==> config.mk <==
export PLATFORM = sky130hd
export DESIGN_NAME = wm_plant_responder
export DESIGN_NICKNAME = d
export VERILOG_FILES = /design/src/rtl/wm_plant_responder.sv
export SDC_FILE = /design/constraint.sdc
export NUM_CORES = 1
export LEC_CHECK = 0
export ABC_AREA = 1
export CORE_AREA = 2 2 80 90
export DETAILED_ROUTE_END_ITERATION = 16
export DIE_AREA = 0 0 82 92
export PLACE_DENSITY = 0.8
export SLEW_MARGIN = 20
export SYNTH_ARGS = -nofsm -noshare
export SYNTH_HDL_FRONTEND = slang
export SYNTH_SLANG_ARGS = --single-unit
export TNS_END_PERCENT = 100
==> constraint.sdc <==
create_clock -name clock -period 2.25 [get_ports clock]
set_input_delay 0.675 -clock clock [delete_from_list [all_inputs] [get_ports clock]]
set_output_delay 0.675 -clock clock [all_outputs]
set_load 0.01 [all_outputs]
==> src/rtl/wm_plant_responder.sv <==
// Plant-side responder for the washing-machine controller.
// It turns the controller's one-hot operation strobes into the status signals
// the controller waits on (tank full, temperature reached, phase complete,
// time-out, motor and balance faults). It also synchronises and conditions the
// raw lid, coin and cancel switches. Each phase is modelled by a duration
// counter, so the controller can run closed-loop with only switches attached.
module wm_plant_responder #(
    parameter int CNT_W          = 16,
    parameter int FILL_CYCLES    = 200,
    parameter int HEAT_CYCLES    = 300,
    parameter int WASH_CYCLES    = 1000,
    parameter int RINSE_CYCLES   = 600,
    parameter int SPIN_CYCLES    = 400,
    parameter int TIMEOUT_CYCLES = 500
) (
    input  logic       clock,
    input  logic       reset_n,
    input  logic       fill_Water_Operation,
    input  logic       heat_Water_Operation,
    input  logic       wash_Operation,
    input  logic       rinse_Operation,
    input  logic       spin_Operation,
    input  logic       water_Intake,
    input  logic       supply_ok,
    input  logic       heater_ok,
    input  logic       lid_switch,
    input  logic       coin_in,
    input  logic       cancel_in,
    input  logic       motor_fault_inject,
    input  logic       imbalance_inject,
    output logic       sig_Lid_Closed,
    output logic       sig_Coin,
    output logic       sig_Cancel,
    output logic       sig_Full,
    output logic       sig_Temperature,
    output logic       sig_Wash_Completed,
    output logic       sig_Rinse_Completed,
    output logic       sig_Spin_Completed,
    output logic       sig_Time_Out,
    output logic       sig_Motor_Failure,
    output logic       sig_Out_Of_Balance,
    output logic       op_error,
    output logic [2:0] phase
);

    typedef enum logic [2:0] {
        PH_IDLE  = 3'd0,
        PH_FILL  = 3'd1,
        PH_HEAT  = 3'd2,
        PH_WASH  = 3'd3,
        PH_RINSE = 3'd4,
        PH_SPIN  = 3'd5
    } phase_e;

    // Done flags, one per phase: {spin, rinse, wash, heat, fill}.
    localparam int D_FILL  = 0;
    localparam int D_HEAT  = 1;
    localparam int D_WASH  = 2;
    localparam int D_RINSE = 3;
    localparam int D_SPIN  = 4;

    phase_e           phase_q, phase_d, req_phase;
    logic [CNT_W-1:0] cnt_q, cnt_d;
    logic [CNT_W-1:0] wd_q, wd_d;
    logic [4:0]       done_q, done_d;
    logic             time_out_q, time_out_d;
    logic             motor_q, motor_d;
    logic             bal_q, bal_d;
    logic             op_error_q, op_error_d;

    logic [4:0]       ops;
    logic             cnt_en;
    logic [CNT_W-1:0] dur;
    logic [4:0]       done_mask;
    logic             watched;

    // Synchroniser chains: [0] first stage, [1] second stage, [2] edge history.
    logic [1:0] lid_sync_q, lid_sync_d;
    logic [2:0] coin_sync_q, coin_sync_d;
    logic [2:0] cancel_sync_q, cancel_sync_d;
    logic       coin_pulse_q, coin_pulse_d;
    logic       cancel_pulse_q, cancel_pulse_d;

    localparam logic [CNT_W-1:0] TO_LIM = CNT_W'(TIMEOUT_CYCLES);

    // Decode the strobes into a requested phase; several strobes at once mean IDLE plus an error flag.
    always_comb begin
        // NOTE: every variable gets a default before the case so no latch is inferred.
        req_phase  = PH_IDLE;
        op_error_d = 1'b0;
        ops = {spin_Operation, rinse_Operation, wash_Operation,
               heat_Water_Operation, fill_Water_Operation};
        case (ops)
            5'b00001: req_phase = PH_FILL;
            5'b00010: req_phase = PH_HEAT;
            5'b00100: req_phase = PH_WASH;
            5'b01000: req_phase = PH_RINSE;
            5'b10000: req_phase = PH_SPIN;
            default:  op_error_d = |(ops & (ops - 5'd1));
        endcase
    end

    // Per-phase counting enable, duration and done flag selection for the current phase.
    always_comb begin
        cnt_en    = 1'b0;
        dur       = '0;
        done_mask = '0;
        watched   = 1'b0;
        case (phase_q)
            PH_FILL: begin
                cnt_en    = water_Intake & supply_ok;
                dur       = CNT_W'(FILL_CYCLES);
                done_mask = 5'b1 << D_FILL;
                watched   = 1'b1;
            end
            PH_HEAT: begin
                cnt_en    = heater_ok;
                dur       = CNT_W'(HEAT_CYCLES);
                done_mask = 5'b1 << D_HEAT;
                watched   = 1'b1;
            end
            PH_WASH: begin
                cnt_en    = 1'b1;
                dur       = CNT_W'(WASH_CYCLES);
                done_mask = 5'b1 << D_WASH;
            end
            PH_RINSE: begin
                cnt_en    = water_Intake;
                dur       = CNT_W'(RINSE_CYCLES);
                done_mask = 5'b1 << D_RINSE;
            end
            PH_SPIN: begin
                cnt_en    = 1'b1;
                dur       = CNT_W'(SPIN_CYCLES);
                done_mask = 5'b1 << D_SPIN;
            end
            default: ;
        endcase
    end

    // Phase tracking, duration counter, watchdog and the done/fault/time-out flags.
    always_comb begin
        phase_d    = phase_q;
        cnt_d      = cnt_q;
        wd_d       = wd_q;
        done_d     = done_q;
        time_out_d = time_out_q;
        motor_d    = 1'b0;
        bal_d      = 1'b0;
        if (req_phase != phase_q) begin
            // A phase change restarts the model; every status flag drops on the same edge.
            phase_d    = req_phase;
            cnt_d      = '0;
            wd_d       = '0;
            done_d     = '0;
            time_out_d = 1'b0;
        end else begin
            motor_d = motor_fault_inject & (phase_q == PH_RINSE || phase_q == PH_SPIN);
            bal_d   = imbalance_inject   & (phase_q == PH_WASH  || phase_q == PH_SPIN);
            if (cnt_en && cnt_q < dur) begin
                cnt_d = cnt_q + CNT_W'(1);
                if (cnt_d == dur) begin
                    done_d = done_q | done_mask;
                end
            end
            // Done reached on the same edge as the watchdog limit takes priority.
            if (watched && wd_q < TO_LIM) begin
                wd_d = wd_q + CNT_W'(1);
                if (wd_d == TO_LIM && (done_d & done_mask) == '0) begin
                    time_out_d = 1'b1;
                end
            end
        end
    end

    // Two-flop synchronisers; coin and cancel add an edge-history flop and a registered rising-edge pulse.
    always_comb begin
        lid_sync_d     = {lid_sync_q[0], lid_switch};
        coin_sync_d    = {coin_sync_q[1:0], coin_in};
        cancel_sync_d  = {cancel_sync_q[1:0], cancel_in};
        coin_pulse_d   = coin_sync_q[1] & ~coin_sync_q[2];
        cancel_pulse_d = cancel_sync_q[1] & ~cancel_sync_q[2];
    end

    // State register with asynchronous clear of every flop, synchronisers included.
    always_ff @(posedge clock or negedge reset_n) begin
        if (!reset_n) begin
            phase_q        <= PH_IDLE;
            cnt_q          <= '0;
            wd_q           <= '0;
            done_q         <= '0;
            time_out_q     <= 1'b0;
            motor_q        <= 1'b0;
            bal_q          <= 1'b0;
            op_error_q     <= 1'b0;
            lid_sync_q     <= '0;
            coin_sync_q    <= '0;
            cancel_sync_q  <= '0;
            coin_pulse_q   <= 1'b0;
            cancel_pulse_q <= 1'b0;
        end else begin
            // NOTE: non-blocking assignments so every flop samples pre-edge values.
            phase_q        <= phase_d;
            cnt_q          <= cnt_d;
            wd_q           <= wd_d;
            done_q         <= done_d;
            time_out_q     <= time_out_d;
            motor_q        <= motor_d;
            bal_q          <= bal_d;
            op_error_q     <= op_error_d;
            lid_sync_q     <= lid_sync_d;
            coin_sync_q    <= coin_sync_d;
            cancel_sync_q  <= cancel_sync_d;
            coin_pulse_q   <= coin_pulse_d;
            cancel_pulse_q <= cancel_pulse_d;
        end
    end

    assign sig_Lid_Closed      = lid_sync_q[1];
    assign sig_Coin            = coin_pulse_q;
    assign sig_Cancel          = cancel_pulse_q;
    assign sig_Full            = done_q[D_FILL];
    assign sig_Temperature     = done_q[D_HEAT];
    assign sig_Wash_Completed  = done_q[D_WASH];
    assign sig_Rinse_Completed = done_q[D_RINSE];
    assign sig_Spin_Completed  = done_q[D_SPIN];
    assign sig_Time_Out        = time_out_q;
    assign sig_Motor_Failure   = motor_q;
    assign sig_Out_Of_Balance  = bal_q;
    assign op_error            = op_error_q;
    assign phase               = phase_q;

endmodule

# Word level (Yosys, flattened, before mapping)
# Index checks and enable logic that the tools add are counted.
[classes] n_mux=19 n_eq_ne=13 magnitude_cmp=2 n_bitwise=10 add_sub_neg=3 n_reduce_logical=14
[op_table] cell="16-bit 2-to-1 mux" n=4
[op_table] cell="10-bit one-hot mux with 5 select lines" n=1
[op_table] cell="16-bit by 1-bit adder with 16-bit output (second input constant)" n=2
[op_table] cell="5-bit one-hot mux with 5 select lines" n=1
[op_table] cell="5-bit 2-to-1 mux" n=4
[op_table] cell="16-bit == test" n=1
[op_table] cell="16-bit by 9-bit == test with 1-bit output (second input constant)" n=1
[op_table] cell="16-bit < comparator" n=1
[op_table] cell="16-bit by 9-bit < comparator with 1-bit output (second input constant)" n=1
[op_table] cell="3-bit one-hot mux with 5 select lines" n=1
[op_table] cell="5-bit bitwise AND" n=2
[op_table] cell="5-bit OR reduction" n=2
[op_table] cell="1-bit 2-to-1 mux" n=7
[op_table] cell="3-bit by 2-bit == test with 1-bit output (second input constant)" n=2
[op_table] cell="3-bit == test (second input constant)" n=2
[op_table] cell="2-bit nonzero test" n=3
[op_table] cell="1-bit bitwise AND" n=5
[op_table] cell="5-bit by 1-bit == test with 1-bit output (second input constant)" n=1
[op_table] cell="5-bit by 2-bit == test with 1-bit output (second input constant)" n=1
[op_table] cell="5-bit by 3-bit == test with 1-bit output (second input constant)" n=1
[op_table] cell="5-bit by 4-bit == test with 1-bit output (second input constant)" n=1
[op_table] cell="5-bit == test (second input constant)" n=1
[op_table] cell="5-bit zero test" n=1
[op_table] cell="5-bit OR" n=1
[op_table] cell="other kinds (9)" n=14
[word_totals] register_bits=54 input_bits=15 elab_cells=74

# Longest topological paths before layout
# Gate-level depths: netlist of run 1.
[depth] depth_word=12 mapped_depth=21

# Worst setup path before layout of run 1
# No wires, ideal clock.
[synth_path] path_kind="reg-to-reg" start="reg phase_q[1], in the netlist phase[1]" end="reg time_out_q, in the netlist sig_Time_Out" path_slack_ps=-308 synth_period_minus_slack_ps=2558 arrival_ps=2437 stages_incl_launch_ff=19 t_required_ps=2129 path_cell_list="dfrtp_1 -> inv_2 -> ha_1 -> nand2_4 -> nand2_2 -> ha_1 -> a21oi_1 -> o21a_1 -> nand2_1 -> nand2_1 -> nand2_1 -> inv_2 -> nand2_1 -> o21ai_1 -> nand2_1 -> nand2_1 -> nor2_1 -> nor2_1 -> nor2_1"
[synth_between] elab_chain_len=11 elab_cells_between_ends=27
[synth_rtl] element="start, declared" line_no="62" source="phase_e phase_q, phase_d, req_phase;"
[synth_rtl] element="start signal, assigned" line_no="203" source="phase_q <= phase_d;"
[synth_rtl] element="3-bit == test, or another cell as far along" line_no="109" source="case (phase_q)"
[synth_rtl] element="10-bit one-hot mux with 5 select lines, or another cell as far along" line_no="109"
[synth_rtl] element="16-bit < comparator, or another cell as far along" line_no="160" source="if (cnt_en && cnt_q < dur) begin"
[synth_rtl] element="1-bit logical AND / 5-bit 2-to-1 mux (equally long branches)" line_no="160, 162"
[synth_rtl] element="5-bit 2-to-1 mux" line_no="160"
[synth_rtl] element="5-bit 2-to-1 mux" line_no="150" source="if (req_phase != phase_q) begin"
[synth_rtl] element="5-bit bitwise AND" line_no="169" source="if (wd_d == TO_LIM && (done_d & done_mask) == '0) begin"
[synth_rtl] element="5-bit zero test" line_no="169"
[synth_rtl] element="1-bit logical AND" line_no="169"
[synth_rtl] element="2-bit nonzero test (no line)"
[synth_rtl] element="2-bit AND reduction (no line)"
[synth_rtl] element="end signal, assigned" line_no="207" source="time_out_q <= time_out_d;"
[synth_rtl] element="end, declared" line_no="66" source="logic time_out_q, time_out_d;"
# Several ways; a longest one is shown, not always the timed one. The select of a mux whose other input is x is not followed.
# A chain may end at the register's enable or synchronous reset.

# Worst setup path after layout of run 1
# Ends and elaborated chain as after synthesis.

==> results of run 1 <==
==> cell type report <==
type,instances,area [um2],share of cell area
tap,85,106.4,0.02436
inverter,70,272.8,0.06248
timing repair buffer,84,711.9,0.1631
clock buffer,5,68.82,0.01576
multi-input combinational,303,1800,0.4124
sequential,54,1358,0.3110
clock inverter,3,47.55,0.01089
==> cell usage after synthesis (all sizes together) <==
cell / number
o21ai: 17
buf: 4
dfrtp: 54
nand2: 108
inv: 70
nor2: 58
o21bai: 1
o21a: 2
nor3: 4
nand3: 46
o22ai: 5
nor4: 2
or2: 1
and3: 1
nand4: 14
xor2: 10
nand3b: 3
a21oi: 11
ha: 13
and2: 1
o31ai: 4
xnor2: 2
==> through the flow <==
stage	util	hold slack, ps	setup TNS, ps	instances	power (uW)
floorplan	-	331.2	-3.780	431	1152
detailed placement	0.6006	341.1	-10600	587	1304
global route	0.6490	366.8	-4878	604	2072
global placement	0.6006	335.9	-8475	587	1292
finish	0.6490	357.4	-1963	604	1997
CTS	0.6276	363.3	-123.3	599	1993
==> flip-flops by register name (all words and copies together), names as in the netlist <==
name                count
coin_sync_q             3
op_error                1
done_q                  5
sig_Coin                1
sig_Cancel              1
lid_sync_q              2
sig_Out_Of_Balance      1
wd_q                   16
phase                   3
sig_Motor_Failure       1
cnt_q                  16
cancel_sync_q           3
sig_Time_Out            1
==> timing repair <==
action | in CTS | in global routing
hold buffers | 0 | 0
buffers inserted | 4 | 8
endpoints found under the setup margin | 16 | 37
resized for setup | 11 | 34
pin swaps | 1 | 11
==> worst reg2reg max path, cell delays in order (launching register included) <==
cell and delay, ps:
sky130_fd_sc_hd__dfrtp_2 430, sky130_fd_sc_hd__clkinv_4 110, sky130_fd_sc_hd__ha_4 320, sky130_fd_sc_hd__nand2_8 80
sky130_fd_sc_hd__nand2_4 80, sky130_fd_sc_hd__ha_4 200, sky130_fd_sc_hd__a21oi_2 130, sky130_fd_sc_hd__o21a_1 150
sky130_fd_sc_hd__nand2_2 70, sky130_fd_sc_hd__nand2_2 60, sky130_fd_sc_hd__nand2_2 90, sky130_fd_sc_hd__nor2_1 130
sky130_fd_sc_hd__nand3_1 150, sky130_fd_sc_hd__nand2_1 100, sky130_fd_sc_hd__nand2_1 50, sky130_fd_sc_hd__nand3_1 90
sky130_fd_sc_hd__nor2_1 40, sky130_fd_sc_hd__nor2_1 70, sky130_fd_sc_hd__nor2_1 40
==> routing by layer <==
metal	GRT usage	vias to the layer above	wire length, um
li1	-	1558	-
met1	0.2951	1555	3520
met2	0.4234	81	4681
met3	0.02657	18	309
met4	0.06667	0	174
met5	0	-	0
==> worst max path at each step <==
stage	end	slack, ps	start	depth (start not counted)
3_3_place_gp	cnt_q[6]	-300	fill_Water_Operation	10
5_1_grt	sig_Time_Out	-400	phase[2]	20
3_5_place_dp	cnt_q[6]	-400	wash_Operation	10
4_1_cts	sig_Time_Out	-110	phase[2]	17
2_1_floorplan	sig_Time_Out	-4	phase[2]	19
6_report	sig_Time_Out	-220	phase[1]	18
==> cells by family (layout without fill, tap and decap cells) <==
kind of cell	Yosys count	after routing	synth area share
AO/OA/AOI/OAI	40	40	0.06919
XOR/XNOR	12	12	0.03247
adder cells (fa/ha/maj)	13	13	0.05025
buffers and inverters	74	162	0.09007
flip-flops	54	54	0.4175
AND/OR/NAND/NOR	238	238	0.3405
==> power breakdown <==
| group | total (uW) | switching, uW | internal, uW |
|---|---|---|---|
| sequential | 1010 | 17.9 | 990 |
| clock | 683 | 345 | 338 |
| combinational | 305 | 176 | 130 |
| total | 2000 | 539 | 1460 |
==> run summary, run 1 <==
The via count of the first global-routing pass is 3181. The remaining design rule violation count came out at 0. The I/O pin count is 30. The final instance area is 4365 um2.

Measured against its own limit, the worst slew margin works out to 0.5433. The number of setup violations in the final report came out at 19. The worst clock skew on the final layout came out at 19.19 ps.

For this design the static power due to leakage is 0.002134 uW. In the final routed layout, each cell accounts on average for 14.38 um. The tightest min-delay check is of the reg -> reg type. The critical path data arrival time is approximately 2700 ps. The placed cell area came out at 4040 um2. The die outline width came out at 82 um. The iteration count of the initial detailed-routing pass came out at 4. The maximum fanout count along the critical path came out at 6. Of the cells placed in the final design, the portion with a size suffix greater than 1 is 0.2524. Leaving out fill and tap cells, the most frequent cells in the layout are 92 x sky130_fd_sc_hd__nand2_1, 62 x sky130_fd_sc_hd__inv_1, 52 x sky130_fd_sc_hd__buf_4.

Along the worst hold path, the cell count comes to 0. The count of mapped cells out of synthesis is around 430. The worst setup slack for register-to-register paths came out at -220 ps. The number of levels the H-tree was split into is 2. The signal on the critical path passes through clkinv_4 > ha_4 > nand2_8 > nand2_4 > ha_4 > a21oi_2 > o21a_1 > nand2_2 > nand2_2 > nand2_2 > nor2_1 > nand3_1 > nand2_1 > nand2_1 > nand3_1 > nor2_1 > nor2_1 > nor2_1. The worst register-to-register path ends at sig_Time_Out. The height of the die came out at 92 um. For this run, the register share of the synthesized area comes to 0.4175. The summed instance area of the synthesized netlist is 3237 um2. The net count after synthesis is between 400 and 500. The startpoint identified for the worst register-to-register timing path is phase[1]. The global router's overall resource usage is 0.2366. The worst setup slack after placement came out at -398.8 ps. The site row count came out at 32.

The TritonCTS clock tree is built. The areal power density over the cells is between 400 and 500 nW/um2. The detailed placement HPWL is 6076 um. The number of storage elements in the synthesis netlist is 54. The cell depth of the worst flop-to-flop path is 18. The core area came out at between 6000 and 7000 um2. The antenna violation net count after detailed routing is 0. The post-synthesis average cell area is roughly 7.5 um2. The worst path required time came out at 2470 ps. The stage delay of the slowest cell on the critical path is roughly 430 ps. The area of the die is around 7500 um2.

STA classifies the critical path endpoint as a flip-flop. In this run the most critical hold path is launched from coin_sync_q[0]. After detailed routing, the number of vias per cell comes to about 5.3. The final weighted congestion in routability-driven placement is 0.8672.

The first global-routing pass estimated 14010 um of wire. The clock slew at the register clock pins of the worst setup and hold paths is 120 ps. The area added between synthesis and finish came out at 34.87%.

The post-route worst setup slack came out at -222.9 ps. The antenna diode count is 0. The cell type with the highest occurrence count on the critical path is sky130_fd_sc_hd__nor2_1. The largest vdd supply drop came out at around 0.00048 V. The overall overflow remaining after global route is 0.

Buffers placed on the I/O ports in this run total 29. The smallest clock period supported by the final layout is computed as 2473 ps. The number of pins exceeding their max-slew limit in the final report is 0. Entering global routing, the biggest net connects 55 pins. The sort of element at the start of the critical path is a flip-flop.

The critical setup path kind is reg -> reg. The slew at the pin with the worst max-slew slack is 685.0 ps. The count of fill cells added during filler insertion is 548. The master of the slowest instance on the critical path is sky130_fd_sc_hd__dfrtp_2. The max capacitance violation total is 0. The share of synthesized area in the top cell type comes to 0.4175.

The cell sitting at the root of the clock tree is a sky130_fd_sc_hd__clkbuf_8. The netlist uses 32 different library cells. The total buffers and inverters traversed by the critical path came out at 1. The run finished, with violations left. The final reports fail on setup timing.

After synthesis, the cell types taking the most area are sky130_fd_sc_hd__dfrtp_1 42%, sky130_fd_sc_hd__nand2_1 11%, sky130_fd_sc_hd__inv_1 7.4%, sky130_fd_sc_hd__nand3_1 6.6%, sky130_fd_sc_hd__nor2_1 5.8%. After detailed routing, the total wire length is 8687 um. The share of the clock period used by the worst path after layout is 1.099. The insertion delay to the later sink of the worst-skew pair is 320 ps. The cell family contributing the most delay on the critical path is simple AND/OR/NAND/NOR gates. The synthesized design spends more area on one cell type than any other, namely sky130_fd_sc_hd__dfrtp_1.

The number of hold violations in the final report is 0. In this run, CTS created clock tree buffers numbering 5. Derived from the worst setup path, the maximum achievable clock frequency is 404.4 MHz. The clock passes through at most 2 buffers. The detailed router finished its first iteration with 236 violations. Leaving out fill and tap cells, the most frequent cell in the layout is sky130_fd_sc_hd__nand2_1.

Setup repair after global routing could not meet its margin everywhere. The initial antenna violation count came out at 0. The total clock sinks came out at 54. For this run, the post-layout net count is 546. The count of vias placed by the detailed router is 3212.

The count of yosys warnings during synthesis came out at 0. For hold timing, the worst endpoint is coin_sync_q[1]. The initial utilization of the core area, before any placement, comes to 0.4812.
(Power assumes the default switching activity.)
==> inputs of run 2 (changes only) <==
Settings changed: CORE_AREA 2 2 80 90 to 2 2 79 88, DIE_AREA 0 0 82 92 to 0 0 81 90, PLACE_DENSITY 0.8 to 0.83.
==> run summary, run 2 (same netlist as run 1, synthesis figures left out) <==
The critical path ends at sig_Time_Out. The critical path data arrival time is 2710 ps (about the same). The quantity of I/O buffers inserted on ports was 29 (unchanged). The number of pins exceeding their max-slew limit in the final report came out at 0 (unchanged). The final non-filler cell total came out at 603 (-0.17%). The clock slew at the register clock pins of the worst setup and hold paths is 110 ps (about the same). Setup repair after global routing could not meet its margin everywhere. The max capacitance violation total came out at 0 (unchanged). The die outline width came out at 81 um (-1.2%).

The count of vias placed by the detailed router was 3316 (+3.2%). The areal power density over the cells came out at 435.2 nW/um2 (-4.9%). The area added between synthesis and finish came out at 35.29%. The initial antenna violation count is 0 (unchanged). The global-route met1 utilization came to 0.3090 (+0.01390). The fraction of layout cells with a size suffix above 1 is 0.2534 (+0.0009504). The area of all sequential standard cells is 1355 um2 (-0.18%).

The kind of end point of the critical path is a flip-flop. The wire length of the first global-routing pass came to 14200 um (+1.3%). The detailed placement HPWL came out at 6434 um (+5.9%). The global router's overall resource usage was 0.2438 (+0.007195). The total power after layout is 1906 uW (-4.6%). The total clock sinks came out at 54 (unchanged). The number of buffers added to fix hold violations after cts is 0 (unchanged). The via count of the first global-routing pass is 3210 (+0.91%). The share of the clock period used by the worst path after layout came out at 1.113 (+0.01367). The number of levels the H-tree was split into is 2 (unchanged). The I/O pin count came out at 30 (unchanged). The met3 capacity usage during global routing is 0.03514 (+0.008566).

The overall overflow remaining after global route came out at 0 (unchanged). The total wirelength of the detailed-routed design came out at 9057 um (+4.3%). The global routing met2 resource utilization is 0.4036 (-0.01986). The layer carrying the most global-route usage is met2. The starting utilization of the core area came out at 0.5027 (+0.02151). The commonest non-fill, non-tap cell in the layout is sky130_fd_sc_hd__nand2_1. The flow ran to the end, but the final reports show violations.

The number of setup violations in the final report is 36 (+17). The number of CTS-inserted buffers is 5 (unchanged). The insertion delay to the later sink of the worst-skew pair is 320 ps (about the same). The antenna violation net count after detailed routing is 0 (unchanged). The capturing point of the worst reg2reg path is sig_Time_Out. The final-stage net count came to 548 (+0.37%). The remaining design rule violation count is 0 (unchanged). TritonCTS built the clock tree. The worst path required time came out at 2450 ps (-20 ps). The worst clock skew on the final layout was 14.79 ps (-4.405 ps).

The mean number of vias per cell came out at 5.499 (+3.4%). The area used by multi-input combinational logic is 1826 um2 (+1.4%). The root buffer cell chosen for the clock tree is sky130_fd_sc_hd__clkbuf_8. The clock tree buffer depth is 2 (unchanged). The slew at the pin with the worst max-slew slack came out at 471.1 ps (-214.0 ps). The core area came out at 6439 um2 (-4.3%).

The worst setup path is launched from a flip-flop. The iteration count of the initial detailed-routing pass came out at 5 (+1). The site row count is 31 (-3.1%). The highest achievable clock rate is 399.4 MHz (-1.2%).

The maximum number of pins on one net before global-route repair came out at 21 (-62%). The number of hold violations in the final report came out at 0 (unchanged). The worst relative slew slack came to 0.6860 (+0.1426). The worst slack on hold paths came to 296.1 ps (-61.39 ps). The maximum fanout count along the critical path is 7 (+1). The leakage power figure came out at 0.002140 uW (+0.29%). The area of the die is 7290 um2 (-3.4%). The count of fill cells added during filler insertion is 496 (-9.5%). The post-route worst setup slack was -253.6 ps (-30.75 ps). The cell total after placement came out at 584 (-0.51%). The type of the worst min-delay path is in -> async. In the final layout, the registers with the most flip-flops are cnt_q x16, wd_q x16, done_q x5.

The largest vdd supply drop is 0.0003213 V (-34%). The average wire per cell in the routed design came to 15.02 um (+4.4%). The top cell types in the final layout, fill and taps aside, are 89 x sky130_fd_sc_hd__nand2_1, 61 x sky130_fd_sc_hd__inv_1, 55 x sky130_fd_sc_hd__buf_4. The most critical setup path has its startpoint at phase[1].

The cell depth of the worst flop-to-flop path is 18 (unchanged). The antenna diode count was 0 (unchanged). The critical path is of the reg -> reg type. The worst setup slack for register-to-register paths is -250 ps (-30 ps). The minimum period implied by the final worst setup slack came out at 2504 ps (+30.75 ps). The checks that failed: setup timing. The worst register-to-register path begins at phase[1]. The final weighted congestion in routability-driven placement is 0.9259 (+6.8%). The DRC violation total after the first TritonRoute iteration was 239 (+1.3%). The height of the die came to 90 um (-2.2%).
==> run 2: layer usage <==
layer | up-vias | share of wire
met5 | - | 0
met1 | 1574 | 0.40
met2 | 139 | 0.52
met3 | 40 | 0.043
li1 | 1563 | -
met4 | 0 | 0.038
==> run 2: cell type report <==
type                       instances  share of cell area
clock inverter                     1            0.002000
clock buffer                       7             0.01971
inverter                          70             0.06229
timing repair buffer              86              0.1663
sequential                        54              0.3094
multi-input combinational        303              0.4169
tap                               82             0.02343
==> run 2: per-stage QoR <==
stage               utilization  cell area (um2)  setup slack (ps)  setup TNS, ps
floorplan                     -             3332            -3.780         -3.780
global placement         0.6269             4036            -347.6          -9822
detailed placement       0.6269             4036            -648.6         -17760
CTS                      0.6582             4238            -107.4         -940.9
global route             0.6801             4379            -477.8          -9267
finish                   0.6801             4379            -253.6          -4728
==> run 2: where the power goes <==
part,switching (uW),total [uW],internal [uW]
sequential,17.0,1010,990
combinational,188,318,130
clock,326,581,255
total,531,1910,1380
==> run 2: repair_timing <==
| item | CTS | global route |
|---|---|---|
| gates resized for setup | 20 | 26 |
| setup endpoints to repair | 40 | 37 |
| setup buffers | 7 | 4 |
| pin swaps | 10 | 17 |
==> run 2: worst max-delay path: stages (launching register included) <==
cell and delay, ps:
sky130_fd_sc_hd__dfrtp_2 470, sky130_fd_sc_hd__inv_4 120, sky130_fd_sc_hd__ha_4 220, sky130_fd_sc_hd__nand2_8 110, sky130_fd_sc_hd__nand2_4 70, sky130_fd_sc_hd__ha_4 250, sky130_fd_sc_hd__a21oi_2 130, sky130_fd_sc_hd__o21a_1 140
sky130_fd_sc_hd__nand2_2 80, sky130_fd_sc_hd__nand2_2 90, sky130_fd_sc_hd__nand2_4 80, sky130_fd_sc_hd__nor2_4 100, sky130_fd_sc_hd__nand3_2 80, sky130_fd_sc_hd__nand2_1 90, sky130_fd_sc_hd__nand2_1 50, sky130_fd_sc_hd__nand3_1 80
sky130_fd_sc_hd__nor2_1 50, sky130_fd_sc_hd__nor2_1 120, sky130_fd_sc_hd__nor2_1 70
==> run 2: how the worst min path moves through the flow <==
stage,to,slack [ps]
final,cnt_q[2],300
after global routing,cnt_q[2],320
after CTS,cnt_q[1],310
after detailed placement,coin_sync_q[1],340
after global placement,lid_sync_q[1],330
after floorplan,cancel_sync_q[1],330
